===== config.mk =====
export PLATFORM = sky130hd
export DESIGN_NAME = sequence_detector_1101
export DESIGN_NICKNAME = d
export VERILOG_FILES = /design/src/rtl/sequence_detector_1101.sv
export SDC_FILE = /design/constraint.sdc
export NUM_CORES = 1
export LEC_CHECK = 0
export CORE_AREA = 2 2 39 41
export DETAILED_ROUTE_END_ITERATION = 16
export DIE_AREA = 0 0 41 43
export MAX_ROUTING_LAYER = met4
export PLACE_DENSITY = 0.35
export SYNTH_ARGS = -nofsm -noshare
export SYNTH_HDL_FRONTEND = slang
export SYNTH_SLANG_ARGS = --single-unit

===== constraint.sdc =====
create_clock -name Clk -period 1.4 [get_ports Clk]
set_input_delay 0.28 -clock Clk [delete_from_list [all_inputs] [get_ports Clk]]
set_output_delay 0.28 -clock Clk [all_outputs]
set_load 0.1 [all_outputs]

===== src/rtl/sequence_detector_1101.sv =====
// Moore detector for the serial pattern 1101 (first bit first) with overlap.
// W is decoded from the current state only and pulses for one cycle per match.
module sequence_detector_1101 (
  input  logic Clk,
  input  logic Rst,
  input  logic J,
  output logic W
);

  typedef enum logic [2:0] {
    S0 = 3'd0,  // nothing matched
    S1 = 3'd1,  // "1"
    S2 = 3'd2,  // "11"
    S3 = 3'd3,  // "110"
    S4 = 3'd4   // "1101" detected
  } state_t;

  state_t state;
  state_t next_state;

  // State register with asynchronous active-high reset.
  always_ff @(posedge Clk or posedge Rst) begin
    if (Rst) begin
      state <= S0;
    end else begin
      state <= next_state;
    end
  end

  // Next-state logic; from S4 the trailing "1" is retained so overlaps are found.
  always_comb begin
    next_state = S0;
    case (state)
      S0: begin
        if (J) next_state = S1;
        else   next_state = S0;
      end
      S1: begin
        if (J) next_state = S2;
        else   next_state = S0;
      end
      S2: begin
        if (J) next_state = S2;
        else   next_state = S3;
      end
      S3: begin
        if (J) next_state = S4;
        else   next_state = S0;
      end
      S4: begin
        if (J) next_state = S2;
        else   next_state = S0;
      end
      default: next_state = S0;
    endcase
  end

  // Output decode from the current state only.
  always_comb begin
    W = 1'b0;
    case (state)
      S4:      W = 1'b1;
      default: W = 1'b0;
    endcase
  end

endmodule


[After elaboration in Yosys (flattened, before gate mapping)]
Cells that the tools add are included.
Word-level totals
  logic and storage cells: 13
  bits of input ports: 3
  output and inout port bits: 1
  flip-flop bits (word level): 3
Cells by class
  equality and inequality tests: 4
  muxes and demuxes: 6
  reduce and logical (&&, ||, !) cells: 2
Operators with widths (number)
  $pmux W3 S4: 1
  $eq A3 B2 Y1 const B: 2
  $eq A3 B1 Y1 const B: 1
  $eq A3 B3 Y1 const B: 1
  $logic_not A3 Y1: 1
  $mux W1: 3
  $mux W3: 1
  $mux W2: 1
  $reduce_or A2 Y1: 1

[Depth between registers and ports, before layout]
  depth after elaboration: 3
  depth in mapped cells: 2

[Worst setup path after synthesis]
Ideal clock, no wire load.
  path type: reg-to-output
  start point: register state[1]
  end point: output W
  cell stages (with the launch flop): 2
  data arrival time: 2.625 ns
  buffers on the path: 0
  slack: -1.505 ns
  cell sequence: dfrtp_1 -> nor3b_1
Between the ends
  longest elaborated chain between the ends: 2
RTL lines
  from (decl): RTL line 18  | state_t state;
  from (signal assigned): RTL line 26  | state <= next_state;
  $eq A3 B3 Y1: RTL line 61  | case (state)
  $mux W1: RTL line 61
  to (decl): RTL line 7  | output logic W
Every way passes these cells.

[Worst setup path in the final report]
  start point: register state[0]
  end point: output W
Same word-level chain as after synthesis.

==> flow_summary.toml <==
[grt]
grt_max_degree = 6
antenna_found_initial = 0
grt_pass1_wl_um = 621
grt_pass1_vias = 177
grt_overflow_total = 0
grtUsageTotal = 0.0599

[worst_setup_path]
r2r-end = "state[1]$_DFF_PP0_"
critical_path_class = "flop to primary output"
crit_slowest_cell = "dfrtp_2"
crit_path_start_kind = "flop"
worst_setup_path_end_kind = "primary output"
arrival_ps = 1080
cp_max_fo = 3
crit_family = "flip-flops"
cp.buffers_inverters = 1
r2r_start = "state[0]$_DFF_PP0_"
rr_worst_depth = 2
regToRegSetupSlack_ps = 290
cp_cell_sequence = "nor3b_4 -> buf_12"
max_stage_delay_ps = 420
worstPathRequired_ps = 1120

[clock_network]
clk_latency_ps = 230
cts_buffers = 3
root_buffer = "clkbuf_4"
clk_pin_slew_ps = 40
htreeDepth = 1
cts_tree = "built"
clk_path_buf_depth = 2
clock-sinks = 3

[floorplan]
die-height_um = 43
io_pins = 4
start_util = 0.104
core-area_um2 = 1380
rows = 14
die-area_um2 = 1760
die_w_um = 41

[timing]
setup_viol = 0
maxSlewHeadroom = 0.874
fin_crit_ps = 1360
fmax_mhz = 734
skew_ps = 0.420
rsz0062_at_grt = "true"
final_hold_viol_count = 0
post-route-period-util = 0.973
worst-slew-pin-transition_ps = 189
slew_violations = 0

[yosys]
syn_nets = 16
syn_inst = 13
ys.flop_type = "dfrtp_1"
synth_area_um2 = 144
synth.distinct_cells = 10
ys_async_sr_fraction = 1.00
synth-warning-count = 0
synth_area_leaders = "dfrtp_1 (52%), or4bb_1 (7.8%), o221ai_1 (6.1%), or2b_2 (6.1%), xnor2_1 (6.1%)"
syn_avg_cell_area_um2 = 11.1
yosysMostFrequentCell = "dfrtp_1"
seq_area_frac_synth = 0.522
synth_common_cells = "dfrtp_1 (3), inv_1 (2)"
synth_top_area_frac = 0.522
ys_seq_elements = 3
synth_largest_area_cell = "dfrtp_1"
synth-edff-count = 0

[final_layout]
largest_reg_flops = 3
final_cell_area_um2 = 267
nets = 27
drive_gt1_frac = 0.478
syn2layout_area_growth_pct = 85.2
regMostFlops = "state"
top_regs = "state: 3 flops"
fillCellCount = 151
post-route-util = 0.193
n_antenna_cell = 0

[power_and_ir_drop]
sw_frac_of_total = 0.323
p_total_mw = 0.476
peakVddDrop_uv = 487
power.density_nw_per_um2 = 1780
seq_power_share = 0.330
pwr-share-comb = 0.355
p_sw_mw = 0.154
internal_power_mw = 0.322
p_leak_nw = 0.110
pwr-share-clk = 0.316

[run_status]
outcome = "finished clean"

[hold_path]
hold_class = "primary input to asynchronous set/reset pin"

[route]
route.antenna.remaining_nets = 0
dr_total_vias = 133
wl_per_cell_um = 7.92
drt_iter0_markers = 2
routed_via_density = 3.41
wirelength_um = 309
drc_errors = 0
dr.pass1.iters = 2

[job]
cap_viol_max_count = 0

[placed_design]
io_buffers = 3
finalWeightedCongestion = 0.598
place_area_um2 = 223
==> layout make-up <==
class,count,area [um2],area share
clock buffers,4,26.3,0.0986
repair buffers,6,62.6,0.235
flip-flops and latches,3,77.6,0.291
inverters,2,7.51,0.0282
multi-input cells,8,72.6,0.272
well taps,16,20.0,0.0751
==> layer usage <==
layer | routed length [um] | track usage | share of wire | vias up
met5 | 0 | - | 0 | -
met4 | 8 | 0.0800 | 0.026 | 0
met3 | 25 | 0.0314 | 0.081 | 2
met2 | 157 | 0.0813 | 0.51 | 6
met1 | 118 | 0.0455 | 0.38 | 60
li1 | - | - | - | 65
==> repair_timing <==
action | CTS | global route
setup endpoints to repair | 1 | 1
pin swaps | 1 | 1
setup buffers | 1 | 1
gates resized for setup | 1 | 1
hold buffers | 0 | 0
==> through the flow <==
step | hold slack (ps) | worst slack (ps) | std cells | TNS [ps]
after CTS | 210 | 2.82 | 38 | 0
after global placement | 448 | 60.1 | 33 | 0
final | 218 | 37.4 | 39 | 0
after global routing | 223 | -10.9 | 39 | -10.9
after floorplan | 33.6 | -158 | 13 | -158
after detailed placement | 459 | 63.0 | 33 | 0
==> worst reg2reg max path, cell delays in order, from the launching register on <==
cell      delay (ps)
dfrtp_2          420
or4bb_1          510
o221ai_1          90
==> worst max-delay path by stage <==
stage,cells after the start,slack [ps],to,startpoint
6_report,2,40,W,state[0]$_DFF_PP0_
3_5_place_dp,3,60,state[1]$_DFF_PP0_,J
3_3_place_gp,3,60,state[1]$_DFF_PP0_,J
4_1_cts,2,3,W,state[0]$_DFF_PP0_
5_1_grt,2,-10,W,state[0]$_DFF_PP0_
2_1_floorplan,1,-160,W,state[0]$_DFF_PP0_
==> power groups by stage <==
stage / logic, mW / registers, mW / clock network [mW]
global route: 0.184 / 0.163 / 0.173
finish: 0.169 / 0.157 / 0.150
CTS: 0.142 / 0.162 / 0.159
detailed placement: 0.113 / 0.170 / 0
floorplan: 0.0844 / 0.160 / 0
global placement: 0.113 / 0.164 / 0
==> cells in the final DEF, fill, tap and decap left out <==
cell type	instances
xnor2_1	1
inv_1	2
dfrtp_2	2
buf_12	1
or2b_2	1
buf_4	3
nand3b_1	1
nor3b_4	1
clkbuf_1	1
nor2_1	1
clkbuf_4	3
clkdlybuf4s50_1	2
dfrtp_1	1
nor3_1	1
or4bb_1	1
o221ai_1	1
==> logic make-up (layout without fill, tap and decap cells) <==
kind of cell	Yosys count	count (layout)	synth area share
compound gates	1	1	0.0609
xor+xnor	1	1	0.0609
flops	3	3	0.522
simple gates	6	6	0.304
buf+inv	2	12	0.0522
Power figures use the tool's default switching activity.
